==> src/rtl/msrv32_pkg.sv <==
// msrv32_pkg: shared widths, index constants and types for the write-back register file.
package msrv32_pkg;
    localparam int XLEN      = 32;
    localparam int REG_AW    = 5;
    localparam int REG_DEPTH = 2 ** REG_AW;
    typedef logic [XLEN-1:0]      data_t;
    typedef logic [REG_AW-1:0]    reg_idx_t;
    typedef logic [REG_DEPTH-1:0] busy_vec_t;
    localparam reg_idx_t REG_X0 = '0;
endpackage

==> src/rtl/msrv32_scoreboard_unit.sv <==
// msrv32_scoreboard_unit: busy bits for in-flight destinations and source hazard detection.
import msrv32_pkg::*;

module msrv32_scoreboard_unit (
    input  logic      clk,
    input  logic      i_rst_n,
    input  logic      i_issue_valid,
    input  reg_idx_t  i_issue_rd,
    input  logic      i_wb_valid,
    input  reg_idx_t  i_wb_rd,
    input  logic      i_flush,
    input  reg_idx_t  i_rs_1_addr,
    input  reg_idx_t  i_rs_2_addr,
    output logic      o_hazard,
    output busy_vec_t o_busy_vec
);
    localparam busy_vec_t ONE = busy_vec_t'(1);
    busy_vec_t r_busy;
    busy_vec_t w_set;
    busy_vec_t w_clr;
    busy_vec_t w_busy_m;
    always_comb begin
        w_set    = (i_issue_valid ? (ONE << i_issue_rd) : '0) & ~ONE;
        w_clr    = i_wb_valid ? (ONE << i_wb_rd) : '0;
        // a source retiring this cycle is served by the bypass, so it is not a hazard
        w_busy_m = r_busy & ~w_clr;
        o_hazard = i_rst_n & ((w_busy_m[i_rs_1_addr] & (i_rs_1_addr != REG_X0)) |
                              (w_busy_m[i_rs_2_addr] & (i_rs_2_addr != REG_X0)));
        o_busy_vec = i_rst_n ? r_busy : '0;
    end
    always_ff @(posedge clk) begin
        if (!i_rst_n)
            r_busy <= '0;
        else if (i_flush)
            r_busy <= '0;
        else
            r_busy <= (r_busy & ~w_clr) | w_set;
    end
endmodule

==> src/rtl/msrv32_wb_reg_file_unit.sv <==
// msrv32_wb_reg_file_unit: RV32I register file with write-back commit, bypassed reads and scoreboard.
import msrv32_pkg::*;

module msrv32_wb_reg_file_unit (
    input  logic      ms_riscv32_mp_clk_in,
    input  logic      ms_riscv32_mp_rst_in,
    input  logic      wb_valid_in,
    input  reg_idx_t  wb_rd_in,
    input  data_t     wb_data_in,
    input  logic      issue_valid_in,
    input  reg_idx_t  issue_rd_in,
    input  logic      flush_in,
    input  reg_idx_t  rs_1_addr_in,
    input  reg_idx_t  rs_2_addr_in,
    output data_t     rs_1_out,
    output data_t     rs_2_out,
    output logic      hazard_out,
    output busy_vec_t busy_vec_out
);
    data_t r_regs [REG_DEPTH];
    always_ff @(posedge ms_riscv32_mp_clk_in) begin
        if (!ms_riscv32_mp_rst_in)
            for (int i = 0; i < REG_DEPTH; i++) r_regs[i] <= '0;
        else if (wb_valid_in && wb_rd_in != REG_X0)
            r_regs[wb_rd_in] <= wb_data_in;
    end
    always_comb begin
        rs_1_out = (!ms_riscv32_mp_rst_in || rs_1_addr_in == REG_X0) ? '0 :
                   (wb_valid_in && wb_rd_in == rs_1_addr_in) ? wb_data_in : r_regs[rs_1_addr_in];
        rs_2_out = (!ms_riscv32_mp_rst_in || rs_2_addr_in == REG_X0) ? '0 :
                   (wb_valid_in && wb_rd_in == rs_2_addr_in) ? wb_data_in : r_regs[rs_2_addr_in];
    end
    msrv32_scoreboard_unit u_scoreboard (
        .clk           (ms_riscv32_mp_clk_in),
        .i_rst_n       (ms_riscv32_mp_rst_in),
        .i_issue_valid (issue_valid_in),
        .i_issue_rd    (issue_rd_in),
        .i_wb_valid    (wb_valid_in),
        .i_wb_rd       (wb_rd_in),
        .i_flush       (flush_in),
        .i_rs_1_addr   (rs_1_addr_in),
        .i_rs_2_addr   (rs_2_addr_in),
        .o_hazard      (hazard_out),
        .o_busy_vec    (busy_vec_out)
    );
endmodule

==> config.mk <==
export PLATFORM = sky130hd
export DESIGN_NAME = msrv32_wb_reg_file_unit
export DESIGN_NICKNAME = d
export VERILOG_FILES = /design/src/rtl/msrv32_pkg.sv /design/src/rtl/msrv32_scoreboard_unit.sv /design/src/rtl/msrv32_wb_reg_file_unit.sv
export SDC_FILE = /design/constraint.sdc
export NUM_CORES = 2
export LEC_CHECK = 0
export BUFFER_PORTS_ARGS = -buffer_cell sky130_fd_sc_hd__buf_2
export CAP_MARGIN = 20
export CORE_ASPECT_RATIO = 0.6
export CORE_UTILIZATION = 45
export DETAILED_ROUTE_END_ITERATION = 8
export HOLD_SLACK_MARGIN = 0.08
export PLACE_DENSITY = 0.69
export SLEW_MARGIN = 20
export SYNTH_ARGS = -nofsm -noshare
export SYNTH_HDL_FRONTEND = slang
export SYNTH_SLANG_ARGS = --single-unit
==> constraint.sdc <==
create_clock -name ms_riscv32_mp_clk_in -period 4.85 [get_ports ms_riscv32_mp_clk_in]
set_clock_uncertainty 0.15 [all_clocks]
set_input_delay 0.485 -clock ms_riscv32_mp_clk_in [delete_from_list [all_inputs] [get_ports ms_riscv32_mp_clk_in]]
set_output_delay 0.485 -clock ms_riscv32_mp_clk_in [all_outputs]
set_load 0.005 [all_outputs]
==> results_dict.tcl <==
set metrics [dict create \
    post-route-min-period_ps 4151 \
    insertion_delay_ps 750 \
    cp_num_buf_inv 3 \
    cp_cell_sequence "buf_8 > buf_4 > mux2i_1 > a221oi_1 > a22oi_1 > nand2_1 > o21ai_1 > o22ai_1 > buf_2" \
    critPathTopFamily "compound AO/OA/AOI/OAI gates" \
    intPower_uw 16120 \
    synth_area_sq_um 58200 \
    slowest_stage "a221oi_1" \
    start_kind "input pin" \
    dieArea_sq_um 130800 \
    routabilityCongestion 0.8997 \
    synth-main-ff-cell "edfxtp_1" \
    async_reset_ff_share_pct 0 \
    worst-slew-pin-transition_ps 1310 \
    switching_power_uw 5849 \
    fin_util_pct 50.88 \
    met2RoutedLength_mm 88.40 \
    grt_use_total_pct 32.01 \
    drv_cap 0 \
    ys_types 64 \
    drc_errors 0 \
    slew_headroom_pct 12.43 \
    clkSlewWorstSetupHoldPaths_ps 60 \
    p_seq_share_pct 49.0 \
    syn_inst 4420 \
    vias_per_cell 6.801 \
    leakage_uw 0.02321 \
    rsz0062_at_grt "no" \
    max_stage_delay_ps 890 \
    fp.dieW_microns 466.3 \
    swShare_pct 26.63 \
    worst_setup_path_end_kind "primary output" \
    place.detailed.hpwl_mm 121.3 \
    grt_max_degree 84 \
    wl_met3_mm 32.27 \
    peakVddDrop_v 0.0003236 \
    stdcell_area_sq_um 64810 \
    num_vias 42200 \
    drt-pass1-iter-count 6 \
    cts_sinks 1056 \
    io_pins 154 \
    port_buffers 153 \
    wl_met1_mm 82.17 \
    synth-seq-area-share_pct 53.94 \
    drive_gt1_share_pct 17.92 \
    fp.dieH_microns 280.6 \
    highest_layer "met5" \
    drt_wl_total_mm 212.3 \
    finalMaxSlewViolations 0 \
    drt_iter0_markers 7260 \
    first_global_vias 40010 \
    synth_warnings 0 \
    wl_per_cell_microns 34.21 \
    ctsHtreeMaxLevel 3 \
    p_clk_share_pct 37.8 \
    dpl_cell_area_sq_um 61330 \
    synth_edf_count 1024 \
    finalCritPeriodShare_pct 85.59 \
    overflow 0 \
    initial_core_util_pct 45.69 \
    grt_pass1_wl_mm 297.7 \
    core-area_sq_um 127400 \
    drtAntennaViolNets 0 \
    layout_commonest_cell "and2_1" \
    status "finished, final reports clean" \
    antenna_found_initial 11 \
    setup_tns_ps 0 \
    crit_type "input pin to primary output" \
    layout_common_cells "and2_1, edfxtp_1, mux2i_1, mux4_2, a221oi_1" \
    syn_avg_cell_area_sq_um 13.17 \
    power_uw 21960 \
    fmax_ghz 0.2409 \
    crit_arrival_ps 3520 \
    ctsLongestPathBuffers 3 \
    required_ps 4220 \
    cts-buffers-inserted 104 \
    finalSetupViolCount 0 \
    combPwrFrac_pct 13.2 \
    synth-seq-cells 1056 \
    cts_tree "yes" \
    rows 101 \
    path_max_fanout 72 \
    final_nets 4471 \
    hold_viol_final 0 \
    root_buffer "clkbuf_16" \
    p_per_area_nw_per_um2 338.9 \
    ctsResizeCount 0 \
    area_growth_pct 11.36 \
    hold_path_class "input pin to flop" \
]
## metrics by stage
| step | std cells | setup WS (ps) | hold WS, ps |
|---|---|---|---|
| after floorplan | 4451 | 328.1 | 286.0 |
| after global placement | 5993 | 962.2 | 318.5 |
| after detailed placement | 5995 | 938.9 | 322.9 |
| after CTS | 6197 | 937.5 | 173.6 |
| after global routing | 6199 | 684.8 | 220.5 |
| final | 6206 | 699.0 | 213.6 |
## cells in the mapped netlist (all sizes together), types with 6 or more instances
cell type | number | share of area, %
buf | 163 | 1.8
edfxtp | 1024 | 53
nand3 | 42 | 0.36
inv | 8 | 0.052
a22oi | 128 | 1.7
a21oi | 37 | 0.32
a32o | 28 | 0.48
nor3 | 9 | 0.077
xor2 | 6 | 0.090
o22ai | 34 | 0.37
nor2b | 9 | 0.097
o21ai | 167 | 1.4
nand2b | 8 | 0.086
nor2 | 102 | 0.67
clkbuf | 310 | 2.0
mux4 | 260 | 10
o211ai | 72 | 0.93
a221oi | 256 | 3.9
nand2 | 115 | 0.74
and2 | 1027 | 11
mux2i | 528 | 9.1
dfxtp | 32 | 1.1
## repair_timing
action	in CTS	in global routing
endpoints found under the setup margin	0	0
hold buffers	11	0
buffers inserted	0	0
hold endpoints to repair	25	0
## state kept, by name (all words and copies together) (netlist names)
signal	flops
r_regs	1024
u_scoreboard.r_busy	32
## final cells by class
cell class                      count  area, sq um
Fill cell                       10650        62570
Sequential cell                  1056        31390
Timing Repair Buffer              330         2605
Multi-Input combinational cell   2913        25300
Antenna cell                        8        20.02
Tap cell                         1699         2126
Inverter                            9        37.54
Clock inverter                     64        576.8
Clock buffer                      127         2753
## routing by layer
metal	global-route usage (%)	vias to the layer above
met3	9.953	540
met4	13.53	2
met5	0	-
li1	-	16970
met1	45.06	21140
met2	45.53	3552
## cell families after synthesis
kind of cell / share of synthesized area [%]
AOI/OAI and AO/OA: 9.281
xor gates and xnor gates: 0.1957
buffers and inverters: 3.878
DFF: 53.94
muxes: 19.22
other: 0.006443
and+or+nand+nor: 13.48
## power by group through the flow
stage               registers [uW]  clock network [uW]  logic (uW)
floorplan                    10900                   0        1750
global placement             10900                   0        2750
detailed placement           10900                   0        2790
CTS                          10800                8320        2800
global route                 10800                8630        2990
finish                       10800                8300        2890
## path summary, 6_finish.rpt
path | depth (start not counted) | startpoint | slack [ps] | endpoint
worst max-delay path | 9 | rs_1_addr_in[0] | 700 | rs_1_out[29]
worst min-delay path | 2 | wb_data_in[20] | 210 | r_regs[6][20]
worst max register to register | 2 | u_scoreboard.r_busy[20] | 3870 | u_scoreboard.r_busy[20]
worst min register to register | 2 | u_scoreboard.r_busy[0] | 340 | u_scoreboard.r_busy[0]
## worst register-to-register path, stage by stage, from the launching register on
cell	delay [ps]
dfxtp_1	390
o21ai_0	150
a21oi_1	210
No activity file was read; power rests on OpenSTA's default activity.
